$ cat config.mk
export PLATFORM = sky130hd
export DESIGN_NAME = fib_rx_port_arb
export DESIGN_NICKNAME = d
export VERILOG_FILES = /design/src/rtl/fib_rx_port_arb.sv
export SDC_FILE = /design/constraint.sdc
export NUM_CORES = 1
export LEC_CHECK = 0
export ABC_CLOCK_PERIOD_IN_PS = 28100
export BUFFER_PORTS_ARGS = -buffer_cell sky130_fd_sc_hd__buf_2
export CAP_MARGIN = 20
export CORE_AREA = 4 4 384 386
export DETAILED_ROUTE_END_ITERATION = 8
export DIE_AREA = 0 0 388 390
export SYNTH_ARGS = -nofsm -noshare
export SYNTH_HDL_FRONTEND = slang
export SYNTH_SLANG_ARGS = --single-unit
$ cat constraint.sdc
create_clock -name clk_fib -period 28.1 [get_ports clk_fib]
set_input_delay 8.43 -clock clk_fib [delete_from_list [all_inputs] [get_ports clk_fib]]
set_output_delay 8.43 -clock clk_fib [all_outputs]
set_load 0.01 [all_outputs]
$ cat src/rtl/fib_rx_port_arb.sv
// fib_rx_port_arb
//   Packet-granular round-robin scheduler that lets NUM_PORTS FMAC RX
//   sources share one bridge data FIFO (rf) and one byte-count FIFO (rcf).
//   For each packet it pops the ipcs/byte-count word from the granted port,
//   then pops that packet's data beats. The beats go into rf and the count
//   word goes into rcf. Zero-length packets are dropped and counted.
//
// Ports
//   clk_fib                fabric clock
//   reset                  asynchronous, active-high reset
//   fib_rx_mac_data_empty  per-port FMAC data FIFO empty
//   fib_rx_mac_pkt_data    per-port data, port i at [i*DATA_WIDTH +: DATA_WIDTH]
//   fib_rx_mac_ipcs_empty  per-port ipcs FIFO empty
//   fib_rx_mac_ipcs_data   per-port ipcs word, port i at [i*BCNT_WIDTH +: BCNT_WIDTH]
//   fib_rx_mac_rd          data pop strobes (one-hot or zero)
//   fib_rx_mac_ipcs_rd     ipcs pop strobes (one-hot or zero)
//   wrusedw_rf             rf occupancy
//   wren_rf / datain_rf    rf write
//   wren_rcf / datain_rcf  rcf write (ipcs word verbatim)
//   rcf_port               port of the packet whose count is written
//   busy                   FSM not in IDLE
//   drop_cnt               saturating count of zero-length packets
//
// State    | meaning
// ---------+-----------------------------------------------------------
// IDLE     | wait for an eligible port and rf space, then grant + pop ipcs
// CNT_REQ  | ipcs read-latency cycle
// CNT_LAT  | latch ipcs word, drop if zero length, else load beat counter
// XFER     | pop data beats from the granted port, stall on empty
// DRAIN    | let the last beat reach rf, write rcf alongside it

module fib_rx_port_arb #(
  parameter int NUM_PORTS    = 2,
  parameter int DATA_WIDTH   = 256,
  parameter int BCNT_WIDTH   = 64,
  parameter int DATA_PTR     = 10,
  parameter int SPACE_THRESH = 960
) (
  input  logic                             clk_fib,
  input  logic                             reset,
  input  logic [NUM_PORTS-1:0]             fib_rx_mac_data_empty,
  input  logic [NUM_PORTS*DATA_WIDTH-1:0]  fib_rx_mac_pkt_data,
  input  logic [NUM_PORTS-1:0]             fib_rx_mac_ipcs_empty,
  input  logic [NUM_PORTS*BCNT_WIDTH-1:0]  fib_rx_mac_ipcs_data,
  output logic [NUM_PORTS-1:0]             fib_rx_mac_rd,
  output logic [NUM_PORTS-1:0]             fib_rx_mac_ipcs_rd,
  input  logic [DATA_PTR:0]                wrusedw_rf,
  output logic                             wren_rf,
  output logic [DATA_WIDTH-1:0]            datain_rf,
  output logic                             wren_rcf,
  output logic [BCNT_WIDTH-1:0]            datain_rcf,
  output logic [1:0]                       rcf_port,
  output logic                             busy,
  output logic [15:0]                      drop_cnt
);

  localparam int UW = DATA_PTR + 1;
  localparam logic [UW-1:0] THRESH = UW'(SPACE_THRESH);

  typedef enum logic [2:0] {
    IDLE    = 3'd0,
    CNT_REQ = 3'd1,
    CNT_LAT = 3'd2,
    XFER    = 3'd3,
    DRAIN   = 3'd4
  } state_t;

  state_t                  state;
  logic [1:0]              grant;
  logic [1:0]              last_grant;
  logic [BCNT_WIDTH-1:0]   ipcs_word;
  logic [11:0]             remaining;
  logic                    drain_cnt;
  logic                    rd_d1;

  logic [NUM_PORTS-1:0]    eligible;
  logic                    start;
  logic                    arb_found;
  logic [1:0]              arb_port;
  logic [NUM_PORTS-1:0]    arb_onehot;
  logic [DATA_WIDTH-1:0]   sel_data;
  logic [BCNT_WIDTH-1:0]   sel_ipcs;
  logic                    sel_data_empty;
  logic [15:0]             len;
  logic [11:0]             beats;
  logic                    xfer_go;

  assign eligible = ~fib_rx_mac_ipcs_empty & ~fib_rx_mac_data_empty;
  assign start    = (|eligible) && (wrusedw_rf < THRESH);
  assign busy     = (state != IDLE);

  // Round robin: first eligible port after last_grant, wrapping.
  always_comb begin
    arb_found = 1'b0;
    arb_port  = last_grant;
    for (int k = 1; k <= NUM_PORTS; k++) begin
      for (int i = 0; i < NUM_PORTS; i++) begin
        if (!arb_found && eligible[i] &&
            (((int'(last_grant) + k) % NUM_PORTS) == i)) begin
          arb_found = 1'b1;
          arb_port  = 2'(i);
        end
      end
    end
  end

  always_comb begin
    arb_onehot = '0;
    for (int i = 0; i < NUM_PORTS; i++) begin
      arb_onehot[i] = (arb_port == 2'(i));
    end
  end

  // Granted-port views of the per-port buses.
  always_comb begin
    sel_data       = '0;
    sel_ipcs       = '0;
    sel_data_empty = 1'b1;
    for (int i = 0; i < NUM_PORTS; i++) begin
      if (grant == 2'(i)) begin
        sel_data       = fib_rx_mac_pkt_data[i*DATA_WIDTH +: DATA_WIDTH];
        sel_ipcs       = fib_rx_mac_ipcs_data[i*BCNT_WIDTH +: BCNT_WIDTH];
        sel_data_empty = fib_rx_mac_data_empty[i];
      end
    end
  end

  assign len   = sel_ipcs[BCNT_WIDTH-1 -: 16];
  // 17-bit sum so a 0xFFFF length rounds up without wrapping.
  assign beats = 12'(({1'b0, len} + 17'd31) >> 5);

  // The data pop follows the current empty flag combinationally; a
  // registered strobe would see empty one cycle late and could pop a
  // FIFO that just ran dry.
  assign xfer_go = (state == XFER) && (remaining != 12'd0) && !sel_data_empty;

  always_comb begin
    fib_rx_mac_rd = '0;
    for (int i = 0; i < NUM_PORTS; i++) begin
      fib_rx_mac_rd[i] = xfer_go && (grant == 2'(i));
    end
  end

  always_ff @(posedge clk_fib or posedge reset) begin
    if (reset) begin
      state              <= IDLE;
      grant              <= '0;
      last_grant         <= 2'(NUM_PORTS - 1);
      ipcs_word          <= '0;
      remaining          <= '0;
      drain_cnt          <= 1'b0;
      rd_d1              <= 1'b0;
      fib_rx_mac_ipcs_rd <= '0;
      wren_rf            <= 1'b0;
      datain_rf          <= '0;
      wren_rcf           <= 1'b0;
      datain_rcf         <= '0;
      rcf_port           <= '0;
      drop_cnt           <= '0;
    end else begin
      // Write stage: data is valid the cycle after the pop, registered once more.
      rd_d1 <= |fib_rx_mac_rd;
      if (rd_d1) begin
        wren_rf   <= 1'b1;
        datain_rf <= sel_data;
      end else begin
        wren_rf <= 1'b0;
      end

      wren_rcf           <= 1'b0;
      fib_rx_mac_ipcs_rd <= '0;

      case (state)
        IDLE: begin
          if (start) begin
            grant              <= arb_port;
            last_grant         <= arb_port;
            fib_rx_mac_ipcs_rd <= arb_onehot;
            state              <= CNT_REQ;
          end
        end
        CNT_REQ: begin
          state <= CNT_LAT;
        end
        CNT_LAT: begin
          ipcs_word <= sel_ipcs;
          if (len == 16'd0) begin
            if (drop_cnt != 16'hFFFF) drop_cnt <= drop_cnt + 16'd1;
            state <= IDLE;
          end else begin
            remaining <= beats;
            state     <= XFER;
          end
        end
        XFER: begin
          drain_cnt <= 1'b0;
          if (xfer_go) begin
            remaining <= remaining - 12'd1;
            if (remaining == 12'd1) state <= DRAIN;
          end
        end
        DRAIN: begin
          // First DRAIN cycle arms rcf so it lands with the last rf write.
          if (!drain_cnt) begin
            drain_cnt  <= 1'b1;
            wren_rcf   <= 1'b1;
            datain_rcf <= ipcs_word;
            rcf_port   <= grant;
          end else begin
            state <= IDLE;
          end
        end
        default: state <= IDLE;
      endcase
    end
  end

endmodule

==> results summary, run 1 <==
Global routing used 12.6% of the available tracks. Wires add up to 102000 um. The clock sink count came out at around 430.

Dividing the synthesized area by the synthesized cell count gives around 11 um^2. The area occupied by multi-input gates came out at 0.00777 mm^2. The type of destination of the critical path is an output pin.

The number of placement rows is 139. The number of instances in the synthesized netlist came out at 1839. The wire-length estimate of the detail-placed layout is a little over 80000 um. The clock-pin slew on the worst setup and hold paths is 0.05 ns.

The number of hold buffers added after cts is 0. The worst hold path terminates at ipcs_word[33]. The largest fanout on the critical path is 17. Clock tree synthesis selected as its root buffer the cell sky130_fd_sc_hd__clkbuf_16. The signed area change from the synthesized netlist to the final layout came out at 44.3%. In this run the deepest clock path goes through 3 buffers. The area share of the leading cell type in the synthesized netlist came out at 53.2%.

The total DRC errors in the routed layout came out at 0. The highest attainable clock frequency is between 50 and 60 MHz. The post-synthesis instance area came out at 0.0200 mm^2. The static leakage came out at 15.0 nW. The final antenna-violating net count is 0. The most frequently used flop master after synthesis is sky130_fd_sc_hd__dfrtp_1. The total of max-cap violations is 0. The post-CTS repair timing setup buffer count came out at 0. Setup slack on the worst reg-to-reg path comes out at 23.79 ns.

The number of endpoints with negative hold slack in the final report is 0. The worst setup path is launched from an input pin. In this run the critical register-to-register path is launched from grant[0]. The area occupied by registers came out at 0.0107 mm^2.

In this run the critical register-to-register path is captured at datain_rf[95]. The worst setup path is of the in2out kind. Leaving out fill and tap cells, the most frequent cell in the layout is sky130_fd_sc_hd__buf_2. The first-pass GRT wire length came out at 137000 um.

The worst hold margin came out at 0.471 ns. For this run, the post-layout net count is 3440. In this run the count of I/O pins placed on the die edge is around 1000.

The number of antenna violations at the first check in global routing came out at 94. The fraction of the cycle the final worst path needs came out at 67.1%. The run finished with clean final reports.

The data arrival time of the critical path came out at 10.43 ns. IR analysis of the VDD net gives a maximum drop of 0.0583 mV. From bottom edge to top edge, the die measures between 300 and 400 um. The initial standard-cell utilization of the core came out at 13.9%. The critical path's largest stage delay is about 0.73 ns. The count of input and output buffers came out at about 1000. After filler insertion, the fill cell instance count of the layout stands at 15900. The via count of the first global-routing pass is between 15000 and 20000. The final total negative setup slack is 0 ns. The x dimension of the die is between 300 and 400 um. In the layout the commonest cells are sky130_fd_sc_hd__buf_2 (995), sky130_fd_sc_hd__dfrtp_1 (422), sky130_fd_sc_hd__mux2i_1 (319). TritonCTS built the clock tree. The worst hold path was traced through 2 stages.

At the later pin of the worst-skew pair, clock insertion delay measures 0.62 ns. Setup repair after global routing left no endpoint under its margin. The power density normalized to cell area came out at 105 mW/mm^2. The biggest area contributor in the post-synthesis netlist is sky130_fd_sc_hd__dfrtp_1.

Grouping stages by cell kind, the critical path spends the most delay in simple AND/OR/NAND/NOR gates. The buffer and inverter count on the worst path is 2. The synthesis-stage register bit count is 426. The synthesized design contains 0 enable-type register cells. The wire length per cell after detailed routing is 21.5 um. The number of buffers inserted during clock tree synthesis came out at 50. After synthesis, the cell types taking the most area are sky130_fd_sc_hd__dfrtp_1 (53%), sky130_fd_sc_hd__mux2i_1 (16%), sky130_fd_sc_hd__o22ai_1 (8.2%).

The final-report max-slew violation count is 0. The routed design could run at a clock period as short as 18.86 ns. The total overflow reported by the global router came out at 0. The floorplan step defined a core boundary enclosing 0.143 mm^2.

The final clock skew is 0.0263 ns. The final estimated routing congestion in global placement came out at 0.925. The path class of the tightest hold or removal check is reg2reg. After synthesis, the share of flip-flops with an asynchronous set or reset is 100%.

The first detailed-routing pass ran for 5 iterations. Entering global routing, the biggest net connects roughly 120 pins. In this run, the number of DRC markers left after iteration 0 of detailed routing was 885. After clock tree synthesis, the repair step resized 0 gates. For met2 alone, demand over resource in global routing was 18.9%. The vias after detailed routing is around 18000. The count of cells along the worst register-to-register path came out at 5.

The utilization after layout is 20.1%. The startpoint identified for the worst hold timing path is ipcs_word[33]. The detailed-route vias per instance is 3.83.

The register area share after synthesis came out at between 50% and 60%. Setup violations remaining at the end of the flow were counted as 0. The synthesis warning total came out at 0. The H-tree was split into 2 levels. The required time of the critical path came out at slightly below 20 ns.

The die footprint came out at ~0.15 mm^2. The total nets after synthesis came out at 2500. The fraction of final layout cells with drive strength greater than 1 came out at between 40 and 50%. The worst pin sits at a relative slew slack of 31.7%. The slew at the pin closest to its max-slew limit is 1.02 ns. The signal on the critical path passes through buf_2 > nor2b_1 > a211oi_1 > and3_1 > nor2b_1 > buf_2. For this design, the slowest cell found on the critical path is sky130_fd_sc_hd__and3_1. The most used routing layer in global routing is met2. Counting distinct cell types in the post-synthesis netlist gives 57. The met1 routing resource usage after global routing is 15.3%. Global routing used 6.39% of the available met3 tracks.
[stage by stage]
stage	area (um^2)	instances	power [mW]	setup slack (ns)
detailed placement	27000	4629	2.37	9.05
CTS	28700	4720	3.07	9.05
finish	28800	4756	3.02	9.24
global placement	27000	4629	2.34	9.05
floorplan	20000	1839	1.84	7.81
global route	28800	4744	3.23	8.94
[cells in the mapped netlist (5+ instances only)]
| cell | n |
|---|---|
| sky130_fd_sc_hd__o21ai_0 | 18 |
| sky130_fd_sc_hd__nor4_1 | 9 |
| sky130_fd_sc_hd__nor3b_1 | 5 |
| sky130_fd_sc_hd__o22ai_1 | 262 |
| sky130_fd_sc_hd__dfrtp_1 | 425 |
| sky130_fd_sc_hd__nand3_1 | 18 |
| sky130_fd_sc_hd__a21oi_1 | 13 |
| sky130_fd_sc_hd__mux2_2 | 72 |
| sky130_fd_sc_hd__nor2_1 | 38 |
| sky130_fd_sc_hd__nand2_1 | 105 |
| sky130_fd_sc_hd__mux2i_1 | 319 |
| sky130_fd_sc_hd__clkbuf_1 | 87 |
| sky130_fd_sc_hd__o31ai_1 | 55 |
| sky130_fd_sc_hd__xor2_1 | 11 |
| sky130_fd_sc_hd__inv_1 | 271 |
| sky130_fd_sc_hd__nor3_1 | 9 |
| sky130_fd_sc_hd__nand4_1 | 9 |
| sky130_fd_sc_hd__xnor2_1 | 10 |
| sky130_fd_sc_hd__buf_2 | 39 |
[power breakdown]
part / internal [mW] / switching (mW)
registers: 0.868 / 0.181
logic: 0.546 / 0.745
clock network: 0.399 / 0.284
[cells by family (layout without fill, tap and decap cells)]
family                   count (synthesis)  in the layout  share of synthesized area, %
multiplexers                           392            392                          20.2
flip-flops                             426            426                          53.4
AO/OA/AOI/OAI                          381            381                          12.6
buffers and inverters                  403           1382                          7.87
XOR/XNOR                                21             21                         0.921
other                                    0             35                             0
AND/OR/NAND/NOR                        212            212                          4.80
adder cells (fa/ha/maj)                  4              4                         0.251
[worst reg2reg max path, stage by stage, from the launching register on]
cell and delay [ns]:
sky130_fd_sc_hd__dfrtp_4 0.98, sky130_fd_sc_hd__buf_4 0.76, sky130_fd_sc_hd__buf_4 0.79, sky130_fd_sc_hd__buf_4 0.76, sky130_fd_sc_hd__mux2i_1 0.73, sky130_fd_sc_hd__o22ai_1 0.14
[area by class of cell]
| type | instances | area share [%] |
|---|---|---|
| multi-input combinational | 1010 | 26.9 |
| clock buffer | 70 | 4.92 |
| antenna | 35 | 0.304 |
| timing repair buffer | 1019 | 18.0 |
| tap | 1903 | 8.26 |
| inverter | 272 | 3.57 |
| sequential | 426 | 37.0 |
| clock inverter | 21 | 0.989 |
[registers in the layout, summed over array words and instances, names as in the netlist]
register / flops
wren_rf: 1
state: 3
wren_rcf: 1
rcf_port: 2
datain_rf: 256
datain_rcf: 64
fib_rx_mac_ipcs_rd: 2
rd_d1: 1
drain_cnt: 1
grant: 2
ipcs_word: 64
remaining: 12
last_grant: 1
drop_cnt: 16
[worst max-delay path by stage]
stage / cells past startpoint / start / end
2_1_floorplan: 1 / reset / datain_rcf[0]
3_3_place_gp: 6 / fib_rx_mac_data_empty[0] / fib_rx_mac_rd[0]
3_5_place_dp: 6 / fib_rx_mac_data_empty[0] / fib_rx_mac_rd[0]
4_1_cts: 6 / fib_rx_mac_data_empty[0] / fib_rx_mac_rd[0]
5_1_grt: 6 / fib_rx_mac_data_empty[0] / fib_rx_mac_rd[0]
6_report: 6 / fib_rx_mac_data_empty[0] / fib_rx_mac_rd[0]
[per-layer routing]
layer  vias up  share of wire [%]
li1       8373                  -
met1      8826                 40
met2       803                 45
met3       171                 12
met4        24                2.5
met5         -               0.27
No activity file was read; power rests on OpenSTA's default activity.
==> run 2, diff against run 1 <==
--- a/config.mk
+++ b/config.mk
@@ -5,7 +5,7 @@
 export SDC_FILE = /design/constraint.sdc
 export NUM_CORES = 1
 export LEC_CHECK = 0
-export ABC_CLOCK_PERIOD_IN_PS = 28100
+export ABC_CLOCK_PERIOD_IN_PS = 19800
 export BUFFER_PORTS_ARGS = -buffer_cell sky130_fd_sc_hd__buf_2
 export CAP_MARGIN = 20
 export CORE_AREA = 4 4 384 386
==> constraint.sdc (replaced) <==
create_clock -name clk_fib -period 19.8 [get_ports clk_fib]
set_input_delay 5.94 -clock clk_fib [delete_from_list [all_inputs] [get_ports clk_fib]]
set_output_delay 5.94 -clock clk_fib [all_outputs]
set_load 0.01 [all_outputs]
==> results summary, run 2 (synthesized netlist as in run 1, its figures left out) <==
The count of pins on the block boundary is 1002. The library cell used most frequently in the layout, excluding fill and tap cells, is sky130_fd_sc_hd__buf_2. The final total negative setup slack is 0 ns. The post-CTS repair timing setup buffer count came out at 0. The count of input and output buffers came out at 995. The count of cells along the worst register-to-register path is 5. Buffers inserted during clock tree synthesis total between 50 and 60.

The sequential cells in the finished layout cover a total of 0.0107 mm^2. On the worst path, the slowest cell contributes a delay of 0.74 ns. The power density normalized to cell area is 149 mW/mm^2. The tool flagged a number of max-cap violations equal to 0. The clock sink count is roughly 430.

The final layout net count is approximately 3400. The estimated wirelength of the detail-placed design is 82800 um. TritonCTS built the clock tree. The required time of the critical path came out at approximately 14 ns. The library cells used most frequently in the layout, excluding fill and tap cells, are sky130_fd_sc_hd__buf_2 (995), sky130_fd_sc_hd__dfrtp_1 (422), sky130_fd_sc_hd__mux2i_1 (319). datain_rf holds more flip-flops than any other register. The via count of the first global-routing pass came out at 17900. The number of antenna violations at the first check in global routing is 91.

The largest net degree at the start of global routing came out at 93. The class of the tightest hold or removal check is reg2reg. The first-pass GRT wire length is 136000 um. The initialized floorplan defines between 100 and 150 standard-cell rows.

The later-pin clock latency in the skew report came out at 0.63 ns. The design draws ~4.3 mW. Across all setup checks in the final design, the least slack found is 5.89 ns. In this run the critical register-to-register path is launched from grant[1]. The endpoint of the worst hold path is ipcs_word[8]. The number of hold buffers added after cts is 0. The number of search-and-repair iterations in the first detailed-routing pass is 5.

The die footprint is 0.151 mm^2. The total routing usage reported by global routing came out at between 10% and 20%. The number of H-tree branching levels came out at 2.

The run finished with clean final reports. The die is 388 um wide. The initial standard-cell utilization of the core is 13.9%. Across the routed clock network, the largest skew measured is 0.0320 ns. In this run the critical register-to-register path is captured at datain_rf[162]. The total overflow reported by the global router is 0. The instance count along the most critical hold path came out at 2.

The startpoint class of the critical path is an input pin. Clock-pin slew was measured on the worst setup and hold paths at around 0.06 ns. The area occupied by multi-input gates is 0.00777 mm^2. The final estimated routing congestion in global placement came out at between 0.9 and 1.

The data arrival time of the critical path came out at 7.97 ns. The time the worst path needs with I/O delays and setup is 13.91 ns. After detailed routing, the total wire length is 102000 um. The post-route netlist has 42.2% of its cells at a drive strength greater than 1. The highest attainable clock frequency is roughly 72 MHz. The final design instance area without fill is 0.0289 mm^2.

The area growth from synthesis to layout is 44.6%. Summing over every cut layer, the via total after detailed routing is between 15000 and 20000. The final antenna-violating net count is 0. STA classifies the critical path endpoint as an output pin. In this run the tightest slew margin relative to its limit is 31.9%.

The cell with the biggest individual delay on the critical path is sky130_fd_sc_hd__a211oi_1. The clock tree buffer depth is 3. The final-report max-slew violation count came to 0. Setup repair after global routing left no endpoint under its margin. In the final routed layout, each cell accounts on average for around 21 um. The worst supply voltage drop on vdd came out at 0.0742 mV. The critical path goes through buf_2 > nor2b_1 > a211oi_1 > and3_1 > nor2b_1 > buf_2. The utilization after layout is 20.1%. The largest registers in the layout are datain_rf: 256 flops, datain_rcf: 64 flops, ipcs_word: 64 flops. Before CTS, the worst setup slack after placement is 5.80 ns.

The area of the placeable core came out at 0.143 mm^2. The register with the most flip-flops in the layout has 256 of them. The violation count after the first detailed-route iteration came out at ~1000. The buffer type at the clock tree root is sky130_fd_sc_hd__clkbuf_16. The number of endpoints failing setup at the final stage is 0.

The fraction of the cycle the final worst path needs is between 70% and 80%. The largest fanout on the critical path came out at 17. The number of endpoints with negative hold slack in the final report is 0. In this run the most critical hold path is launched from ipcs_word[8]. The cell area reported after detailed placement came out at 0.0270 mm^2. In this run the static leakage power is 15.0 nW. Fill cells in the final layout number 15800. The worst setup path startpoint is fib_rx_mac_data_empty[0]. For the pin with the worst max-slew slack, the measured transition is about 1 ns. In the routed layout, each cell is associated on average with a via count of 3.81. The total DRC errors in the routed layout is 0. The post-cts repair resize count is 0.

The critical path in this run is classified as in2out. The setup slack on the worst flop-to-flop path is 15.66 ns. The die outline height came out at 390 um.
## run 2: cell types whose count changed in the layout (fill, tap and decap cells not counted), sizes merged, moves of 2 or more
cell	change
clkbuf	+8
diode	-15
inv	+2
clkinv	-7
buf	+2
clkinvlp	+2
## run 2: how the worst max path moves through the flow
stage	to	slack, ns	cells after the start
3_3_place_gp	fib_rx_mac_rd[0]	5.79	6
5_1_grt	fib_rx_mac_rd[1]	5.70	6
3_5_place_dp	fib_rx_mac_rd[0]	5.80	6
2_1_floorplan	datain_rcf[0]	2.00	1
4_1_cts	fib_rx_mac_rd[0]	5.80	6
6_report	fib_rx_mac_rd[0]	5.89	6
## run 2: final cells by class
cell class              count  share of cell area [%]
repair buffers           1021                    18.0
well taps                1903                    8.24
flip-flops and latches    426                    37.0
diodes                     20                   0.173
clock buffers              78                    5.29
clock inverters            17                   0.879
inverters                 272                    3.56
multi-input cells        1010                    26.9
## run 2: critical path, delay by kind of cell
| family | cells | cell delay (ns) |
|---|---|---|
| simple gates | 3 | 1.02 |
| compound gates | 1 | 0.74 |
| buf+inv | 2 | 0.26 |
## run 2: report_power, final
part,internal [mW],total (mW),leakage (nW),switching [mW]
clock,0.588,0.997,0.859,0.409
combinational,0.772,1.83,8.71,1.06
sequential,1.23,1.49,5.46,0.255
total,2.59,4.32,15.0,1.72
## run 2: through the flow
stage | hold WS, ns | instances
after floorplan | 0.352 | 1839
after global placement | 0.454 | 4631
after detailed placement | 0.460 | 4631
after CTS | 0.474 | 4726
after global routing | 0.491 | 4739
final | 0.467 | 4747
## run 2: layer usage
metal,GRT usage (%),vias to the layer above,part of all wire (%)
li1,-,8380,-
met1,14.9,8657,39
met2,18.7,836,45
met3,7.53,165,14
met4,3.83,38,2.2
met5,0.606,-,0.22
==> run 3, diff against run 2 <==
--- a/config.mk
+++ b/config.mk
@@ -5,7 +5,7 @@
 export SDC_FILE = /design/constraint.sdc
 export NUM_CORES = 1
 export LEC_CHECK = 0
-export ABC_CLOCK_PERIOD_IN_PS = 19800
+export ABC_CLOCK_PERIOD_IN_PS = 13400
 export BUFFER_PORTS_ARGS = -buffer_cell sky130_fd_sc_hd__buf_2
 export CAP_MARGIN = 20
 export CORE_AREA = 4 4 384 386
==> constraint.sdc (replaced) <==
create_clock -name clk_fib -period 13.4 [get_ports clk_fib]
set_input_delay 4.02 -clock clk_fib [delete_from_list [all_inputs] [get_ports clk_fib]]
set_output_delay 4.02 -clock clk_fib [all_outputs]
set_load 0.01 [all_outputs]
==> results summary, run 3 (synthesized netlist as in run 1, its figures left out) <==
Buffers added to address setup during post-CTS repair amount to 0. The die outline height is 390 um. The total overflow reported by the global router came out at 0.

The slew at the pin closest to its max-slew limit is a little under 1 ns. Setup repair after global routing left no endpoint under its margin. The initial standard-cell utilization of the core is 13.9%. The total routing usage reported by global routing came out at 12.7%. The worst supply voltage drop on vdd came out at 0.121 mV. In this run, the number of DRC markers left after iteration 0 of detailed routing was roughly 830. After detailed routing, the number of remaining DRC violations is 0. The floorplan step defined a core boundary enclosing 0.143 mm^2. The startpoint class of the critical path is an input pin. The highest attainable clock frequency came out at 99.9 MHz. The die covers 0.151 mm^2. The utilization after layout is approximately a fifth. For this design the top-level I/O count stands at 1002.

The power density normalized to cell area is 219 mW/mm^2. The critical path is of the in2out type. STA classifies the critical path endpoint as an output pin. Clock tree synthesis selected as its root buffer the cell sky130_fd_sc_hd__clkbuf_16. Of the total power, registers draw between 30 and 40%. In the layout the commonest cells are sky130_fd_sc_hd__buf_2 (995), sky130_fd_sc_hd__dfrtp_1 (422), sky130_fd_sc_hd__mux2i_1 (319). The die is 388 um wide.

The number of antenna violations at the first check in global routing came out at 101. The clock passes through at most 3 buffers. The fraction of the cycle the final worst path needs is about three quarters. The proportion of power drawn by combinational gates is 43.1%. The post-cts repair resize count came out at 0.

The detailed-route vias per instance is between 3 and 4. Setup violations remaining at the end of the flow were counted as 0. Leaving out fill and tap cells, the most frequent cell in the layout is sky130_fd_sc_hd__buf_2. From synthesis to final layout, the design area changed by 44.2%.

The later pin in the worst-skew pair is clocked with a latency of 0.65 ns. The clock sink count came out at about 430. The required time of the critical path is 9.38 ns. The worst-case headroom to the max-slew limit came out at 34.5%.

The number of search-and-repair iterations in the first detailed-routing pass is 5. The final wirelength came out at a little over 100000 um. The post-placement setup slack came out at 3.20 ns. The net switching power of the design is 2.54 mW. The number of hold buffers added after CTS was 0. The filler cell count is 15800. The final total negative setup slack came out at 0 ns.

Net switching is 40.3% of the power. Of all nets on the critical path, the largest fanout is 17. The slack of the critical path came out at 3.39 ns. The largest registers in the layout are datain_rf: 256 flops, datain_rcf: 64 flops, ipcs_word: 64 flops. The clock-pin slew on the worst setup and hold paths came out at 0.06 ns. The final-report max-slew violation count came to 0. The fraction of final layout cells with drive strength greater than 1 came out at 42.1%. The number of buffers inserted during clock tree synthesis is 53. The data arrival time of the critical path came out at 5.99 ns. The register with the most flip-flops in the layout has 256 of them.

In the final routed layout, each cell accounts on average for approximately 22 um. The via count of the first global-routing pass is 18000. The count of input and output buffers came out at 995. The first-pass GRT wire length came out at about 140000 um.

For the final database, setup skew stands at 0.0314 ns. The static leakage came out at 15.0 nW. The run finished with clean final reports. The estimated wirelength of the detail-placed design came out at 84200 um.

The largest net degree at the start of global routing came out at 126. The cell area reported after detailed placement is 0.0270 mm^2. TritonCTS built the clock tree.

In this run the worst hold path is classified as reg2reg. The final antenna-violating net count is 0. The routed design could run at a clock period as short as between 10 and 15 ns. More flip-flops sit in one register than any other, and that register is datain_rf. The final layout net count came out at 3440. The worst hold margin is ~0.47 ns. The internal power of the cells totals 3.77 mW. The clock network accounts for between 20% and 30% of the total power. The number of endpoints with negative hold slack in the final report is 0. The initialized floorplan defines between 100 and 150 standard-cell rows.

The vias after detailed routing came out at approximately 18000. The final estimated routing congestion in global placement is 0.943. The final design instance area without fill is 0.0288 mm^2. Max-cap violations in this run came to 0. In this run the number of H-tree levels came out at 2.
-- run 3: changes by cell type in the layout (fill, tap and decap cells not counted), sizes merged --
cell,change
clkinv,+5
clkbuf,-7
inv,+1
diode,+13
buf,-5
bufinv,-2
-- run 3: final timing paths --
kind	startpoint	to	slack, ns	cells past startpoint
worst min register to register	ipcs_word[10]	ipcs_word[10]	0.47	2
max in group asynchronous	reset	datain_rf[135]	8.08	4
worst max register to register	grant[0]	datain_rf[145]	9.23	5
worst min-delay path	ipcs_word[10]	ipcs_word[10]	0.47	2
min in group asynchronous	reset	ipcs_word[6]	3.41	2
worst max-delay path	fib_rx_mac_data_empty[0]	fib_rx_mac_rd[0]	3.39	6
-- run 3: per-stage QoR --
stage | cells | power [mW]
after global routing | 4725 | 6.73
after detailed placement | 4627 | 4.95
final | 4752 | 6.31
after CTS | 4719 | 6.41
after global placement | 4627 | 4.89
after floorplan | 1839 | 3.86
-- run 3: power by group through the flow --
stage / Sequential (mW) / Combinational [mW] / Clock (mW)
final: 2.19 / 2.72 / 1.41
after global routing: 2.26 / 2.96 / 1.51
after CTS: 2.19 / 2.75 / 1.47
after detailed placement: 2.20 / 2.75 / 0
after global placement: 2.18 / 2.71 / 0
after floorplan: 2.28 / 1.58 / 0
-- run 3: critical path, stage by stage --
cell and delay (ns):
sky130_fd_sc_hd__buf_2 0.11, sky130_fd_sc_hd__nor2b_1 0.13, sky130_fd_sc_hd__a211oi_1 0.65, sky130_fd_sc_hd__and3_1 0.73, sky130_fd_sc_hd__nor2b_1 0.20, sky130_fd_sc_hd__buf_2 0.14
-- run 3: cell type report --
class                      count  area, um^2  area share (%)
clock inverter                21         230           0.799
clock buffer                  71        1450            5.05
timing repair buffer        1016        5190            18.0
tap                         1903        2380            8.27
inverter                     272        1020            3.56
multi-input combinational   1010        7770            27.0
sequential                   426       10700            37.1
antenna                       33        82.6           0.287
-- run 3: layer usage --
layer	track usage, %	vias up	wire, um
met2	19.5	813	46300
met4	3.67	44	2490
met1	15.3	8672	41600
met3	6.96	208	12400
li1	-	8379	-
met5	0	-	284
